### src/rtl/bcu_pkg.sv
// Shared types for the branch condition unit.
// Condition codes, flag positions and FSM states.
package bcu_pkg;

  typedef enum logic [3:0] {
    COND_TRUE        = 4'b0000,
    COND_OVF         = 4'b0011,
    COND_NEG         = 4'b0100,
    COND_ZERO        = 4'b0101,
    COND_CARRY       = 4'b0110,
    COND_NEG_OR_ZERO = 4'b0111,
    COND_SLT         = 4'b1000,
    COND_SLE         = 4'b1001,
    COND_JMP_EN      = 4'b1100,
    COND_JMP_DIS     = 4'b1111
  } cond_e;

  localparam int FLAG_Z = 0;
  localparam int FLAG_C = 1;
  localparam int FLAG_N = 2;
  localparam int FLAG_O = 3;

  typedef enum logic {
    IDLE,
    RESULT
  } fsm_e;

endpackage

### src/rtl/bcu_cond_eval.sv
// Combinational condition decoder.
// Maps a condition code and polarity onto taken/err.
module bcu_cond_eval
  import bcu_pkg::*;
(
  input  logic [3:0] flags,
  input  logic [3:0] cond,
  input  logic       polarity,
  output logic       taken,
  output logic       err
);

  logic fz, fc, fn, fo;
  logic mz, mc, mn, mo;
  logic mlt, mle;

  assign fz = flags[FLAG_Z];
  assign fc = flags[FLAG_C];
  assign fn = flags[FLAG_N];
  assign fo = flags[FLAG_O];

  assign mz  = ~(polarity ^ fz);
  assign mc  = ~(polarity ^ fc);
  assign mn  = ~(polarity ^ fn);
  assign mo  = ~(polarity ^ fo);
  assign mlt = ~(polarity ^ (fn ^ fo));
  assign mle = ~(polarity ^ ((fn ^ fo) | fz));

  // Decode the condition; unknown codes flag an error.
  always_comb begin
    taken = 1'b0;
    err   = 1'b0;
    unique case (cond)
      COND_TRUE:        taken = polarity;
      COND_OVF:         taken = mo;
      COND_NEG:         taken = mn;
      COND_ZERO:        taken = mz;
      COND_CARRY:       taken = mc;
      COND_NEG_OR_ZERO: taken = mn | mz;
      COND_SLT:         taken = mlt;
      COND_SLE:         taken = mle;
      COND_JMP_EN:      taken = 1'b1;
      COND_JMP_DIS:     taken = 1'b0;
      default:          err   = 1'b1;
    endcase
  end

endmodule

### src/rtl/branch_cond_unit.sv
// Registered branch-condition evaluator.
// Banked ZCSO flags, forwarding, valid/ack result.
module branch_cond_unit
  import bcu_pkg::*;
#(
  parameter  int NUM_FLAGS = 4,
  parameter  int NUM_BANKS = 2,
  parameter  int COND_W    = 4,
  localparam int BANK_W    =
    (NUM_BANKS > 1) ? $clog2(NUM_BANKS) : 1
) (
  input  logic                 clk,
  input  logic                 reset_n,
  input  logic                 flag_we,
  input  logic [NUM_FLAGS-1:0] flag_mask,
  input  logic [NUM_FLAGS-1:0] flag_in,
  input  logic [BANK_W-1:0]    flag_bank,
  input  logic [BANK_W-1:0]    cur_bank,
  input  logic                 save_restore,
  input  logic                 req_valid,
  output logic                 req_ready,
  input  logic [COND_W-1:0]    cond,
  input  logic                 polarity,
  output logic                 res_valid,
  output logic                 res_taken,
  output logic                 res_err,
  input  logic                 res_ack,
  output logic [NUM_FLAGS-1:0] flags_out
);

  logic [NUM_FLAGS-1:0] bank_q   [NUM_BANKS];
  logic [NUM_FLAGS-1:0] bank_nxt [NUM_BANKS];
  logic [NUM_FLAGS-1:0] cur_val;
  logic [NUM_FLAGS-1:0] eff;
  logic                 cur_ok;
  logic                 fb_ok;
  logic                 bank_err;
  logic                 ev_taken;
  logic                 ev_err;
  logic                 capture;
  fsm_e                 state_q;
  fsm_e                 state_d;

  assign cur_ok   = 32'(cur_bank) < NUM_BANKS;
  assign fb_ok    = 32'(flag_bank) < NUM_BANKS;
  assign bank_err = ~cur_ok | ~fb_ok;

  // Read the evaluation bank; out-of-range reads as zero.
  always_comb begin
    cur_val = '0;
    for (int b = 0; b < NUM_BANKS; b++)
      if (cur_bank == BANK_W'(b))
        cur_val = bank_q[b];
  end

  // Merge a same-cycle masked write into the evaluated flags.
  always_comb begin
    eff = cur_val;
    if (flag_we && cur_ok && flag_bank == cur_bank)
      eff = (cur_val & ~flag_mask) | (flag_in & flag_mask);
  end

  // Next bank contents: copy first, masked update on top.
  always_comb begin
    for (int b = 0; b < NUM_BANKS; b++) begin
      bank_nxt[b] = bank_q[b];
      if (flag_bank == BANK_W'(b)) begin
        if (save_restore)
          bank_nxt[b] = cur_val;
        if (flag_we)
          bank_nxt[b] = (bank_nxt[b] & ~flag_mask)
                      | (flag_in & flag_mask);
      end
    end
  end

  // Flag bank registers.
  always_ff @(posedge clk or negedge reset_n) begin
    if (!reset_n) begin
      for (int b = 0; b < NUM_BANKS; b++)
        bank_q[b] <= '0;
    end else begin
      for (int b = 0; b < NUM_BANKS; b++)
        bank_q[b] <= bank_nxt[b];
    end
  end

  bcu_cond_eval u_eval (
    .flags    (eff[3:0]),
    .cond     (cond),
    .polarity (polarity),
    .taken    (ev_taken),
    .err      (ev_err)
  );

  // Handshake FSM state register.
  always_ff @(posedge clk or negedge reset_n) begin
    if (!reset_n) state_q <= IDLE;
    else          state_q <= state_d;
  end

  // Next state, ready and capture strobe.
  always_comb begin
    state_d   = state_q;
    req_ready = 1'b1;
    capture   = 1'b0;
    unique case (state_q)
      IDLE: begin
        if (req_valid) begin
          capture = 1'b1;
          state_d = RESULT;
        end
      end
      RESULT: begin
        req_ready = res_ack;
        if (res_ack) begin
          if (req_valid) capture = 1'b1;
          else           state_d = IDLE;
        end
      end
      default: state_d = IDLE;
    endcase
  end

  // Decision registers, loaded only on an accepted request.
  always_ff @(posedge clk or negedge reset_n) begin
    if (!reset_n) begin
      res_taken <= 1'b0;
      res_err   <= 1'b0;
    end else if (capture) begin
      res_taken <= ev_taken & ~bank_err;
      res_err   <= ev_err | bank_err;
    end
  end

  assign res_valid = (state_q == RESULT);
  assign flags_out = cur_val;

endmodule
### config.mk
export PLATFORM = sky130hd
export DESIGN_NAME = branch_cond_unit
export DESIGN_NICKNAME = d
export VERILOG_FILES = /design/src/rtl/bcu_pkg.sv /design/src/rtl/bcu_cond_eval.sv /design/src/rtl/branch_cond_unit.sv
export SDC_FILE = /design/constraint.sdc
export NUM_CORES = 1
export LEC_CHECK = 0
export CORE_MARGIN = 2
export CORE_UTILIZATION = 60
export CTS_BUF_LIST = sky130_fd_sc_hd__clkbuf_4
export CTS_CLUSTER_DIAMETER = 200
export DETAILED_ROUTE_END_ITERATION = 12
export DONT_BUFFER_PORTS = 1
export PLACE_DENSITY = 0.76
export SYNTH_ARGS = -nofsm -noshare
export SYNTH_HDL_FRONTEND = slang
export SYNTH_SLANG_ARGS = --single-unit
export TNS_END_PERCENT = 100
### constraint.sdc
create_clock -name clk -period 2.5 [get_ports clk]
set_input_delay 0.25 -clock clk [delete_from_list [all_inputs] [get_ports clk]]
set_output_delay 0.25 -clock clk [all_outputs]
set_load 0.1 [all_outputs]
## Word level (Yosys, flattened, before mapping)

Index checks and enable logic that the tools add are counted.

- Flip-flop bits (word level): 11
- Input port bits: 21
- Output and inout port bits: 8
- Logic and storage cells: 58

- Equality and inequality tests: 10
- Multiplexer cells: 16
- Bitwise gates (word level): 24
- Reduce and logical (&&, ||, !) cells: 3

Operators by type and width:

| cell | count |
|---|---|
| two-way mux 4 bit | 8 |
| AND 4 bit | 4 |
| equality test 4 x 3 -> 1 bit, second input constant | 4 |
| equality test 4 bit, second input constant | 4 |
| OR 4 bit | 3 |
| OR reduction 10 bit | 1 |
| one-hot mux 1 bit (9 select lines) | 1 |
| NOT 1 bit | 7 |
| bitwise XOR 1 bit | 7 |
| two-way mux 1 bit | 5 |
| equality test 4 x 2 -> 1 bit, second input constant | 1 |
| zero test 4 bit | 1 |
| NOT 4 bit | 1 |
| one-hot mux 1 bit (2 select lines) | 2 |
| OR 1 bit | 2 |
| equality test 1 bit | 1 |
| logical AND 1 bit | 1 |

## Longest topological paths before layout

Gate-level depths: netlist of run 1.

- Depth after elaboration: 9
- Mapped depth: 7
- Gate-level depth less buffers: 6

## Modules after synthesis

From an unflattened synthesis of run 1, not the netlist that was laid out.

- Cells, all modules: 89
- Area, all modules: 859.6 um^2

By module, submodules not included:

| module | times used | cells an instance | area an instance (um^2) | seq. area each (um^2) |
|---|---|---|---|---|
| branch_cond_unit | 1 | 64 | 674.4 | 275.3 |
| bcu_cond_eval | 1 | 25 | 185.2 | 0.0 |

## Worst setup path after synthesis of run 1

OpenSTA, ideal clock, no wires.

- Kind: register -> register
- Start point: register state_q, in the netlist res_valid
- End point: register res_taken
- Setup time: 135 ps
- Arrival time: 2506 ps
- Data required time: 2365 ps
- Slack: -140 ps
- Stages on the path, launching flop included: 5
- Path buffers: 0
- Period minus slack after synthesis: 2640 ps
- Path through: dfrtp_1 > nand2b_1 > and2_1 > o221ai_1 > o22ai_2

- Cells in the longest elaborated chain, start to end: 2

RTL lines:

| item | RTL line | text |
|---|---|---|
| from (decl) | branch_cond_unit.sv:41 | `fsm_e state_q;` |
| from (signal assigned) | branch_cond_unit.sv:99 | `else state_q <= state_d;` |
| NOT 1 bit | -- |  |
| one-hot mux 1 bit (2 select lines) (*) | branch_cond_unit.sv:107 | `unique case (state_q)` |
| to (signal assigned) | branch_cond_unit.sv:131 | `res_taken <= ev_taken & ~bank_err;` |
| to (decl) | branch_cond_unit.sv:25 | `output logic res_taken,` |

Mark *: on every way between the ends. The rest lies on a longest branch, timed or not.
A chain may end at the register's enable or synchronous reset.

## Worst setup path in the final report of run 1

- Start point: register bank_q[0] in the netlist's numbering
- End point: register res_taken

- Cells in the longest elaborated chain, start to end: 8
- Elaborated cells between the ends (all ways): 11
- Those cells by class: mux (3); bitwise (8)

RTL lines:

| item | RTL line | text |
|---|---|---|
| from (decl) | branch_cond_unit.sv:31 | `logic [NUM_FLAGS-1:0] bank_q [NUM_BANKS];` |
| from (signal, indexed assignment) | branch_cond_unit.sv:84 | `bank_q[b] <= bank_nxt[b];` |
| two-way mux 4 bit (*) | branch_cond_unit.sv:52 | `if (cur_bank == BANK_W'(b))` |
| via flags_out[0] | branch_cond_unit.sv:28 | `output logic [NUM_FLAGS-1:0] flags_out` |
| AND 4 bit | branch_cond_unit.sv:60 | `eff = (cur_val & ~flag_mask) \| (flag_in & flag_mask);` |
| OR 4 bit | branch_cond_unit.sv:60 |  |
| two-way mux 4 bit (*) | branch_cond_unit.sv:59 | `if (flag_we && cur_ok && flag_bank == cur_bank)` |
| OR 1 bit or bitwise XOR 1 bit (tied branches) | bcu_cond_eval.sv:27, bcu_cond_eval.sv:22 |  |
| bitwise XOR 1 bit or NOT 1 bit (tied branches) | bcu_cond_eval.sv:27, bcu_cond_eval.sv:22 |  |
| NOT 1 bit or OR 1 bit (tied branches) | bcu_cond_eval.sv:27, bcu_cond_eval.sv:39 |  |
| one-hot mux 1 bit (9 select lines) (*) | bcu_cond_eval.sv:33 | `unique case (cond)` |

The timed path passes the listed nets; every way through them passes the cells marked *.

==> results of run 1 <==
-- layout make-up --
cell class / instances / area, sq um / area share (%)
flip-flops and latches: 11 / 275 / 28.2
well taps: 16 / 20.0 / 2.05
multi-input cells: 91 / 609 / 62.5
inverters: 2 / 7.51 / 0.770
repair buffers: 4 / 32.5 / 3.34
clock buffers: 4 / 30.0 / 3.08
-- worst max-delay path: stages, from the launching register on --
cell	delay, ns
sky130_fd_sc_hd__dfrtp_1	0.38
sky130_fd_sc_hd__mux2_2	0.50
sky130_fd_sc_hd__mux2i_1	0.31
sky130_fd_sc_hd__xor2_1	0.12
sky130_fd_sc_hd__a2111oi_2	0.40
sky130_fd_sc_hd__o22ai_2	0.09
-- registers in the layout, indices dropped and copies added (netlist names) --
register / cells
res_err: 1
res_taken: 1
bank_q: 8
res_valid: 1
-- logic make-up after synthesis --
| group | count (synthesis) | synth area share [%] |
|---|---|---|
| compound gates | 42 | 28.6 |
| simple gates | 38 | 22.0 |
| flops | 11 | 29.5 |
| buf+inv | 9 | 5.49 |
| mux | 6 | 8.18 |
| xor+xnor | 5 | 6.30 |
-- layer usage --
metal  GRT usage (%)  part of all wire (%)
met5               0                     0
met4            12.7                   1.4
met3            5.00                   6.5
met2            40.3                    49
met1            33.4                    43
-- through the flow --
stage	power [uW]	setup slack, ns
after detailed placement	541	0.570
after global routing	708	0.475
after global placement	534	0.650
after floorplan	521	0.211
final	674	0.573
after CTS	677	0.554
-- synthesized netlist by cell type, types with 2 or more instances --
cell / number / area, sq um
sky130_fd_sc_hd__nand3_1: 2 / 10.0
sky130_fd_sc_hd__and3_1: 4 / 25.0
sky130_fd_sc_hd__inv_1: 2 / 7.51
sky130_fd_sc_hd__xor2_1: 2 / 17.5
sky130_fd_sc_hd__a31oi_1: 5 / 31.3
sky130_fd_sc_hd__nand2_1: 7 / 26.3
sky130_fd_sc_hd__nand2b_1: 4 / 25.0
sky130_fd_sc_hd__nor2_1: 5 / 18.8
sky130_fd_sc_hd__nand4_1: 3 / 18.8
sky130_fd_sc_hd__nor2b_1: 2 / 12.5
sky130_fd_sc_hd__dfrtp_1: 11 / 275
sky130_fd_sc_hd__mux2i_1: 2 / 20.0
sky130_fd_sc_hd__nor3_1: 3 / 15.0
sky130_fd_sc_hd__a21oi_1: 7 / 35.0
sky130_fd_sc_hd__or3_1: 2 / 12.5
sky130_fd_sc_hd__buf_2: 2 / 10.0
sky130_fd_sc_hd__and2_1: 2 / 12.5
sky130_fd_sc_hd__o21ai_0: 19 / 95.1
sky130_fd_sc_hd__buf_4: 2 / 15.0
sky130_fd_sc_hd__mux2_4: 3 / 45.0
-- path summary, 6_finish.rpt --
kind	slack (ns)	depth (start not counted)	endpoint
max in group asynchronous	1.80	1	bank_q[2]
hold reg to reg	0.52	2	bank_q[3]
min in group asynchronous	0.37	1	res_taken
setup reg to reg	0.57	5	res_taken
setup / recovery	0.57	5	res_taken
hold / removal	0.1	1	bank_q[6]
-- repair_timing --
action,CTS,global route
endpoints found under the hold margin,11,0
hold buffers,1,0
resized for setup,0,0
-- where the power goes --
group          internal, uW  switching [uW]  leakage (uW)
Sequential              207            32.7      0.000138
Clock                  72.6            57.7     0.0000184
Combinational          80.5             223      0.000235
Total                   361             313      0.000391
==> flow_summary.ini, run 1 <==
[worst_hold_path]
worst_hold_check_path_type = in -> reg
hold_path_origin = flag_bank

[placement]
io_buffer_count = 0
routabilityCongestion = 0.826
post-place-cells = 123
hpwl_um = 1680
post_dp_cell_area_sq_um = 935

[detailed_routing]
drt-total-wl_um = 2180
detailed_routing_iteration_count_for_the_pre_antenna_repair_pass = 4
drcViolationCount = 0
post_drt_wl_per_cell_um = 17.0
drt.antenna.violating_nets = 0
vias = 846
initialDrtViolationCount = 23
viasPerCell = 6.61

[cells_and_area]
mostFrequentLayoutCells = sky130_fd_sc_hd__o21ai_0 (19), sky130_fd_sc_hd__dfrtp_1 (11), sky130_fd_sc_hd__nand2_1 (7), sky130_fd_sc_hd__a21oi_1 (7)
finish.utilization_pct = 65.5
layout.nets = 134
commonest_non_fill_non_tap_cell_in_the_layout = sky130_fd_sc_hd__o21ai_0
total_non_filler_cell_area_in_the_finished_layout_sq_um = 975
filler_cell_count = 140
post_route_cells_drive_above_1_share_pct = 17.0
layoutNonFillerInstCount = 128
antenna-diode-count = 0
synthToLayoutAreaGrowth_pct = 4.42

[critical_path]
worst-path-max-fanout = 3
crit_type = reg -> reg
setup.worst_path.start_class = flop
critical_path_arrival_ns = 2.07
cp-end-kind = flop
worstPathRequired_ns = 2.65
crit-reg2reg-launch = bank_q[0]
cp-startpoint = bank_q[0]

[timing]
setup_total_negative_slack_ns = 0
rsz0062_at_grt = no
final_setup_violations = 0
finalHoldViolations = 0
slew_headroom_pct = 40.8
timing.final.crit_share_pct = 77.1
timing_max_transition_violations_final = 0
holdWs_ns = 0.0978
final_period_minus_worst_setup_slack_ns = 1.93
max_freq_mhz = 519
final.setup_skew_ns = 0.00388
worstMarginPinSlew_ns = 0.888

[logic_synthesis]
synth_async_sr_flop_share_pct = 100
syn-mean-instance-area_sq_um = 8.41
synth.ff_latch_count = 11
register_area_share_after_synthesis_pct = 29.5
ys.warnings.count = 0
synth_fp_nets = 132
synth_enable_flop_cells = 0
post_synthesis_cell_area_sq_um = 933
synth_flop_cell = sky130_fd_sc_hd__dfrtp_1
synthesis.instances = 111
yosys.cell_types.count = 42

[die]
pin_count = 29
die_y_um = 43.4
placement_rows = 14
initial_cell_density_of_the_core_pct = 62.7
dieWidth_um = 43.4
die_area_sq_um = 1890
core_area_sq_um = 1490

[global_routing]
global_route.overflow_total = 0
number_of_global_route_vias_before_repair = 811
grt_max_degree = 15
groute.usage.overall_pct = 25.5
grt_pass1_wl_um = 3530
grt_antenna_before_repair = 0

[power_and_ir_drop]
power_density_normalized_to_cell_area_nw_per_um2 = 691
power_leakage_uw = 0.000391
ir_worst_vdd_mv = 0.435

[clock_network]
clk_pin_slew_worst_paths_ns = 0.07
cts_root_buf = sky130_fd_sc_hd__clkbuf_4
cts_tree = done
number_of_levels_in_the_clock_h_tree = 1
worstSkewPairLatency_ns = 0.27
cts.path.max_buffers = 2
clock_sinks = 11
cts_buffers = 3
cts_setup_buffers = 0

[run_status]
run_status = finished clean

[job]
timing.max_cap.violations = 0
(Power assumes the default switching activity.)
==> inputs of run 2 (changes only) <==
==> constraint.sdc (replaced) <==
create_clock -name clk -period 1.8 [get_ports clk]
set_input_delay 0.18 -clock clk [delete_from_list [all_inputs] [get_ports clk]]
set_output_delay 0.18 -clock clk [all_outputs]
set_load 0.1 [all_outputs]
==> run 2 against run 1 <==
Net effect: die area unchanged; maximum frequency up 16%; combinational power is 60% higher; non-clock buffer count grew 5; largest power group unchanged; highest routed layer unchanged.
==> flow_summary.ini, run 2 (same netlist as run 1, synthesis figures left out) <==
[cells_and_area]
largest_reg_flops = 8
post_route_cells_drive_above_1_share_pct = 23.1
commonest_non_fill_non_tap_cell_in_the_layout = sky130_fd_sc_hd__o21ai_0
layoutNonFillerInstCount = 133
layout.nets = 139
antenna-diode-count = 0
registers.top_by_ff_count = bank_q
synthToLayoutAreaGrowth_pct = 10.5
mostFrequentLayoutCells = sky130_fd_sc_hd__o21ai_0 (19), sky130_fd_sc_hd__dfrtp_1 (10), sky130_fd_sc_hd__buf_4 (8), sky130_fd_sc_hd__nand2_1 (7), sky130_fd_sc_hd__a21oi_1 (7)

[job]
timing.max_cap.violations = 0

[timing]
worstMarginPinSlew_ns = 0.483
final_setup_violations = 0
finalHoldViolations = 0
max_freq_mhz = 601
setup_total_negative_slack_ns = 0
final_period_minus_worst_setup_slack_ns = 1.66
final.setup_skew_ns = 0.00197
holdWs_ns = 0.0330
timing_max_transition_violations_final = 0
rsz0062_at_grt = no
timing.final.crit_share_pct = 92.4
slew_headroom_pct = 67.7

[global_routing]
groute.usage.overall_pct = 25.0
global_route.overflow_total = 0
grt_max_degree = 15
number_of_global_route_vias_before_repair = 886
grt_antenna_before_repair = 0
grt_pass1_wl_um = 3630

[clock_network]
cts_tree = done
clk_pin_slew_worst_paths_ns = 0.07
cts_buffers = 3
cts_setup_buffers = 0
cts.path.max_buffers = 2
worstSkewPairLatency_ns = 0.26
cts_root_buf = sky130_fd_sc_hd__clkbuf_4
clock_sinks = 11
number_of_levels_in_the_clock_h_tree = 1

[critical_path]
worst-path-max-fanout = 2
number_of_cells_on_the_worst_reg_to_reg_path = 6
setup.worst_path.start_class = flop
crit_type = reg -> reg
critical_path_arrival_ns = 1.79
crit-reg2reg-launch = bank_q[5]
timing.reg2reg.setup_slack_ns = 0.14
worstPathRequired_ns = 1.93
cp-end-kind = flop
crit-reg2reg-capture = res_taken

[die]
initial_cell_density_of_the_core_pct = 62.7
core_area_sq_um = 1490
die_y_um = 43.4
die_area_sq_um = 1890
pin_count = 29
dieWidth_um = 43.4
placement_rows = 14

[detailed_routing]
initialDrtViolationCount = 20
post_drt_wl_per_cell_um = 15.9
detailed_routing_iteration_count_for_the_pre_antenna_repair_pass = 4
viasPerCell = 6.53
drcViolationCount = 0
vias = 868
drt.antenna.violating_nets = 0
drt-total-wl_um = 2120

[worst_hold_path]
hold_path_origin = flag_bank
hold_path_end = bank_q[6]
hold-path-cell-count = 1
worst_hold_check_path_type = in -> reg

[run_status]
run_status = finished clean

[power_and_ir_drop]
power_density_normalized_to_cell_area_nw_per_um2 = 940
power_leakage_uw = 0.000428
ir_worst_vdd_mv = 0.693

[placement]
post-place-cells = 128
io_buffer_count = 0
routabilityCongestion = 0.961
hpwl_um = 1710
[run 2: cell types whose count changed in the layout (fill, tap and decap cells not counted), sizes merged]
cell,delta
buf,+5
[run 2: final cells by class]
class                      instances  area, sq um
inverter                           2         7.51
fill                             123          458
clock buffer                       4         30.0
tap                               16         20.0
sequential                        11          279
timing repair buffer               9         70.1
multi-input combinational         91          624
[run 2: worst max path at each step]
stage,end,slack [ns],from,depth (start not counted)
6_report,res_taken,0.14,bank_q[5],6
5_1_grt,res_taken,0.04,bank_q[6],6
4_1_cts,res_taken,0.08,bank_q[4],5
3_5_place_dp,res_taken,0.09,bank_q[4],5
3_3_place_gp,res_taken,0.20,bank_q[4],5
2_1_floorplan,res_taken,0.004,res_valid,5
[run 2: per-layer routing]
layer,track usage [%],vias up,share of wire (%)
li1,-,424,-
met1,32.4,414,43
met2,42.4,26,50
met3,3.33,4,5.2
met4,9.70,0,1.3
met5,0,-,0
[run 2: what timing repair did]
action | in CTS | in global routing
hold buffers | 1 | 0
resized for setup | 0 | 1
endpoints found under the hold margin | 11 | 0
setup endpoints to repair | 0 | 1
[run 2: where the power goes]
group          leakage, uW  switching [uW]  total (uW)  internal, uW
Sequential        0.000137            21.0         311           290
Clock            0.0000184            72.8         173           101
Combinational     0.000272             342         485           143
Total             0.000428             435         969           534
[run 2: metrics by stage]
step	worst slack [ns]	cell area, sq um	util (%)	power, uW
6_report	0.137	1030	69.2	969
5_1_grt	0.0359	1030	69.2	1020
4_1_cts	0.0847	1030	69.0	972
3_5_place_dp	0.0931	987	66.3	789
3_3_place_gp	0.199	987	66.3	780
2_1_floorplan	0.00396	951	-	731
[run 2: worst max-delay path: stages (launching register included)]
cell and delay (ns):
sky130_fd_sc_hd__dfrtp_1 0.37, sky130_fd_sc_hd__mux2_4 0.27, sky130_fd_sc_hd__a31oi_1 0.19, sky130_fd_sc_hd__or3_1 0.14, sky130_fd_sc_hd__nand4_1 0.11, sky130_fd_sc_hd__a2111oi_2 0.35, sky130_fd_sc_hd__o22ai_2 0.10
